[src/rtl/vending_pkg.sv]
// vending_pkg
// Shared definitions for the vending datapath: money width, coin codes,
// coin values and the coin dispenser state encoding. Also used by
// mini_vending, so keep it free of anything dispenser-specific beyond
// the state enum.
package vending_pkg;

  // All money amounts (price, credit, change, remain) are 6-bit unsigned.
  localparam int MONEY_W = 6;

  // Coin codes as driven on coin_type.
  typedef enum logic [1:0] {
    COIN_1  = 2'b00,
    COIN_5  = 2'b01,
    COIN_10 = 2'b10,
    COIN_50 = 2'b11
  } coin_t;

  localparam logic [MONEY_W-1:0] VAL_1  = 6'd1;
  localparam logic [MONEY_W-1:0] VAL_5  = 6'd5;
  localparam logic [MONEY_W-1:0] VAL_10 = 6'd10;
  localparam logic [MONEY_W-1:0] VAL_50 = 6'd50;

  // Dispenser FSM encoding.
  typedef enum logic [1:0] {
    IDLE = 2'd0,
    DISP = 2'd1,
    DONE = 2'd2
  } state_t;

  // Face value of a coin code.
  function automatic logic [MONEY_W-1:0] coin_value(input coin_t c);
    logic [MONEY_W-1:0] v;
    case (c)
      COIN_50: v = VAL_50;
      COIN_10: v = VAL_10;
      COIN_5:  v = VAL_5;
      default: v = VAL_1;
    endcase
    return v;
  endfunction

endpackage

[src/rtl/coin_select.sv]
// coin_select
// Purely combinational greedy coin picker: returns the largest coin whose
// value does not exceed the remaining amount.
// Ports:
//   remain     - amount still to be paid out
//   coin_type  - code of the selected coin
//   coin_val   - face value of the selected coin
// With remain == 0 the 1-unit coin is reported; callers only use the
// result while remain != 0, so the selection never exceeds remain.
module coin_select
  import vending_pkg::*;
(
  input  logic [MONEY_W-1:0] remain,
  output coin_t              coin_type,
  output logic [MONEY_W-1:0] coin_val
);

  always_comb begin
    if (remain >= VAL_50)      coin_type = COIN_50;
    else if (remain >= VAL_10) coin_type = COIN_10;
    else if (remain >= VAL_5)  coin_type = COIN_5;
    else                       coin_type = COIN_1;
    coin_val = coin_value(coin_type);
  end

endmodule

[src/rtl/coin_dispenser.sv]
// coin_dispenser
// Pays out change as a sequence of coins, greedy largest-first, over a
// valid/ready handshake to the coin hopper.
// Ports:
//   clk, rst    - rising-edge clock, asynchronous active-high reset
//   start       - change-ready strobe, sampled only in IDLE
//   change      - amount to return, latched with start
//   coin_ready  - hopper accepts the offered coin this cycle
//   coin_valid  - a coin is offered on coin_type
//   coin_type   - offered coin code (00=1, 01=5, 10=10, 11=50)
//   busy        - transaction in progress (DISP or DONE)
//   done        - one-cycle pulse at the end of a transaction
//   coin_cnt    - coins handed over in the current/last transaction
//   fsm_state   - current FSM state, for observation only
//
// Handshake: a coin transfers on a rising edge where coin_valid and
// coin_ready are both 1. While coin_valid is 1 and coin_ready is 0,
// coin_valid and coin_type hold their values (remain does not change, so
// the greedy selection cannot move). coin_valid never drops without a
// transfer except on reset.
module coin_dispenser
  import vending_pkg::*;
(
  input  logic               clk,
  input  logic               rst,
  input  logic               start,
  input  logic [MONEY_W-1:0] change,
  input  logic               coin_ready,
  output logic               coin_valid,
  output logic [1:0]         coin_type,
  output logic               busy,
  output logic               done,
  output logic [3:0]         coin_cnt,
  output state_t             fsm_state
);

  state_t             state_q, state_d;
  logic [MONEY_W-1:0] remain_q;
  logic [3:0]         cnt_q;
  coin_t              sel_type;
  logic [MONEY_W-1:0] sel_val;
  logic               xfer;

  coin_select u_sel (
    .remain    (remain_q),
    .coin_type (sel_type),
    .coin_val  (sel_val)
  );

  assign xfer = (state_q == DISP) && coin_ready;

  // State register.
  always_ff @(posedge clk or posedge rst) begin
    if (rst) state_q <= IDLE;
    else     state_q <= state_d;
  end

  // Next-state logic.
  always_comb begin
    state_d = state_q;
    case (state_q)
      IDLE: if (start) state_d = (change == '0) ? DONE : DISP;
      // The last coin is the one whose value equals what is left.
      DISP: if (coin_ready && (remain_q == sel_val)) state_d = DONE;
      DONE: state_d = IDLE;
      default: state_d = IDLE;
    endcase
  end

  // Remain and coin count. Subtraction cannot wrap: the greedy pick is
  // always <= remain while in DISP (remain is nonzero there).
  always_ff @(posedge clk or posedge rst) begin
    if (rst) begin
      remain_q <= '0;
      cnt_q    <= '0;
    end else if ((state_q == IDLE) && start) begin
      remain_q <= change;
      cnt_q    <= '0;
    end else if (xfer) begin
      remain_q <= remain_q - sel_val;
      cnt_q    <= cnt_q + 4'd1;
    end
  end

  // Outputs decoded from state; reset forces state to IDLE so all of
  // these drop immediately on rst.
  always_comb begin
    coin_valid = 1'b0;
    coin_type  = 2'b00;
    busy       = 1'b0;
    done       = 1'b0;
    case (state_q)
      DISP: begin
        coin_valid = 1'b1;
        coin_type  = sel_type;
        busy       = 1'b1;
      end
      DONE: begin
        busy = 1'b1;
        done = 1'b1;
      end
      default: ;
    endcase
  end

  assign coin_cnt  = cnt_q;
  assign fsm_state = state_q;

endmodule

[config.mk]
export PLATFORM = sky130hd
export DESIGN_NAME = coin_dispenser
export DESIGN_NICKNAME = d
export VERILOG_FILES = /design/src/rtl/vending_pkg.sv /design/src/rtl/coin_select.sv /design/src/rtl/coin_dispenser.sv
export SDC_FILE = /design/constraint.sdc
export NUM_CORES = 1
export LEC_CHECK = 0
export BUFFER_PORTS_ARGS = -buffer_cell sky130_fd_sc_hd__buf_2
export CELL_PAD_IN_SITES_DETAIL_PLACEMENT = 0
export CELL_PAD_IN_SITES_GLOBAL_PLACEMENT = 1
export CORE_MARGIN = 1.5
export CORE_UTILIZATION = 30
export DETAILED_ROUTE_END_ITERATION = 8
export GPL_ROUTABILITY_DRIVEN = 0
export PLACE_DENSITY_LB_ADDON = 0.1
export SLEW_MARGIN = 20
export SYNTH_ARGS = -nofsm -noshare
export SYNTH_HDL_FRONTEND = slang
export SYNTH_SLANG_ARGS = --single-unit
[constraint.sdc]
create_clock -name clk -period 2.7 [get_ports clk]
set_input_delay 0.27 -clock clk [delete_from_list [all_inputs] [get_ports clk]]
set_output_delay 0.27 -clock clk [all_outputs]
set_load 0.03 [all_outputs]
==> metrics <==
Final Core Density 38.20%; crit start category flop; antenna cells 0; RSZ-0062 raised after global routing no; Yosys top cell area share 32.43%; total core area 0.002853 mm²; Reg2Reg Depth 10; FP Rows 19; vias in the first global route 847; final worst slack 0.4091 ns; gr ovfl total 0; required time of the critical path 2.87 ns; largest cells by area after synthesis dfrtp_1 32%, ha_1 12%, a21oi_1 5.9%; vias per cell 5.407; count of pins over their slew limit 0; drt pass-1 iters 4; Post-CTS Setup Bufs 0; clock share of power 7.7%; Worst Max-Slew Pin Slew 0.5462 ns; Synth cell types 36; vias 876; Flop pwr share 24.3%; number of fillers in the final layout 299; Max VDD drop 0.0005585 V; critical path capture point type flop; CTS Buf Count 3; DRC viols 0; initial antenna violation count 0; Routed Antenna Nets 0; final hold violations 0; f_max 0.4365 GHz; total track usage 14.46%; IO buf count 20; Yosys warnings 0; Sum Neg Setup Slack 0 ns; DRT Wirelength 2275 µm; crit path kind reg -> reg; max-cap viol count 0; ys async rst share 100.0%; Clock Skews 0.001738 ns; Mapped Area 925.9 µm²; Switch Pwr 0.7631 mW; first-pass GRT wire length 3801 µm; share of layout cells above drive strength 1 22.90%; final period utilization 84.85%; clk sinks 12; worst skew pair latency 0.27 ns; TritonCTS clock tree yes; Die Y 58.56 µm; Initial Util 32.46%; fin nets 153; Area growth, synth to finish 17.70%; crit path max fanout 8; htree depth 1; Die Area 0.003429 mm²; Mapped Nets 129; Setup Viol. Count Final 0; clk root buf clkbuf_4; mean area per synthesized cell 8.494 µm²; starting DRC count in detailed routing 12; Gate power share 68.0%; Post-synth EDFFs 0; r2r startpoint remain_q[1]; slew margin rel. 63.50%; Detailed Place HPWL 1730 µm; Multi-input gate area 586.8 µm²; Yosys reg bits 12; Pwr per Cell Area 1360 mW/mm²; Register-to-Register Setup Slack 0.41 ns; Reg area 300.3 µm²; Power Internal 0.7185 mW; synth cell count leaders 12 x dfrtp_1, 12 x nand2_1, 11 x a21oi_1, 10 x nor2_1, 9 x ha_1; Max Buffers Root-to-Sink 2; hold slack 0.008644 ns; hold buffer count at cts 0; post-synthesis cell count 109; outcome finished, final reports clean; switch share 51.51%; # IOs 21; post-cts resize count 0; Final min period 2.291 ns; clock-pin transition on the worst setup and hold timing paths 0.08 ns; Synth Flop Type dfrtp_1; area leader, netlist dfrtp_1; WL/cell 14.04 µm; Die W 58.56 µm; Hold Path Class in -> async; worst path arrival time 2.46 ns; Leak 0.5350 nW; share of the yosys chip area belonging to registers 32.43%; Place WS 0.4245 ns; largest net degree at the start of global routing 20; capture point of the worst reg-to-reg path remain_q[4]; CP startpoint remain_q[1]
## power groups by stage
| stage | clock network, mW | logic [mW] | registers [mW] |
|---|---|---|---|
| floorplan | 0 | 0.759 | 0.380 |
| global placement | 0 | 1.00 | 0.360 |
| detailed placement | 0 | 0.999 | 0.362 |
| CTS | 0.117 | 1.01 | 0.359 |
| global route | 0.125 | 1.12 | 0.373 |
| finish | 0.114 | 1.01 | 0.360 |
## cell families after synthesis
family | after synthesis | synth area share (%)
buffers and inverters | 10 | 4.189
muxes | 2 | 2.162
and+or+nand+nor | 38 | 20.41
DFF | 12 | 32.43
xor gates and xnor gates | 4 | 3.784
adders and majority gates | 10 | 14.32
AOI/OAI and AO/OA | 33 | 22.70
## how the worst max path moves through the flow
| stage | endpoint |
|---|---|
| final | remain_q[4] |
| after global routing | remain_q[4] |
| after CTS | remain_q[4] |
| after detailed placement | remain_q[4] |
| after global placement | remain_q[4] |
| after floorplan | coin_type[0] |
## flip-flops by register name, summed over array words and instances, names as in the netlist
name	flops
coin_cnt	4
fsm_state	2
remain_q	6
## area by class of cell
class                      instances  share of cell area [%]
timing repair buffer              22                   10.56
multi-input combinational         87                   53.85
sequential                        12                   27.55
inverter                           7                   2.411
clock buffer                       3                   2.067
tap                               31                   3.559
## placed cells by master (no fill, tap or decap)
| cell type | count |
|---|---|
| a22oi_1 | 2 |
| nand3_1 | 4 |
| nor2_1 | 10 |
| nor3b_1 | 1 |
| buf_4 | 2 |
| xnor2_1 | 1 |
| nor4_1 | 1 |
| or3_1 | 1 |
| nor2b_1 | 2 |
| o22ai_1 | 1 |
| a21oi_1 | 11 |
| dfrtp_1 | 12 |
| xor2_1 | 3 |
| mux2i_1 | 2 |
| a211oi_1 | 1 |
| o21ai_1 | 8 |
| a2111oi_0 | 1 |
| clkbuf_4 | 3 |
| inv_1 | 7 |
| o21a_1 | 2 |
| and2_1 | 2 |
| nor3_1 | 1 |
| or2_2 | 1 |
| a21boi_2 | 1 |
| or3_4 | 1 |
| nand2_1 | 12 |
| a32o_1 | 1 |
| ha_1 | 9 |
| fa_1 | 1 |
| a21o_1 | 1 |
| buf_2 | 20 |
| nand4_1 | 1 |
| o21ai_0 | 1 |
| o31ai_2 | 1 |
| nor3b_2 | 1 |
| o31a_1 | 1 |
| o31ai_1 | 1 |
## critical path: stages, from the launching register on
cell and delay, ns:
dfrtp_1 0.48, o21ai_1 0.16, nand2_1 0.10, inv_1 0.14
ha_1 0.20, inv_1 0.06, fa_1 0.40, a21o_1 0.19
a21oi_1 0.17, xor2_1 0.09, o31ai_1 0.22
## stage by stage
| step | total power [mW] | instances | area [µm²] |
|---|---|---|---|
| global route | 1.622 | 162 | 1090 |
| CTS | 1.483 | 162 | 1090 |
| floorplan | 1.139 | 109 | 925.9 |
| global placement | 1.363 | 159 | 1067 |
| finish | 1.482 | 162 | 1090 |
| detailed placement | 1.362 | 159 | 1067 |
## metal layers
metal | GRT usage, % | wire length [µm] | vias to the layer above
met3 | 1.978 | 105 | 4
met2 | 24.56 | 1091 | 28
met1 | 18.63 | 1051 | 411
li1 | - | - | 433
met5 | 0 | 0 | -
met4 | 5.316 | 27 | 0
(Power assumes the default switching activity.)
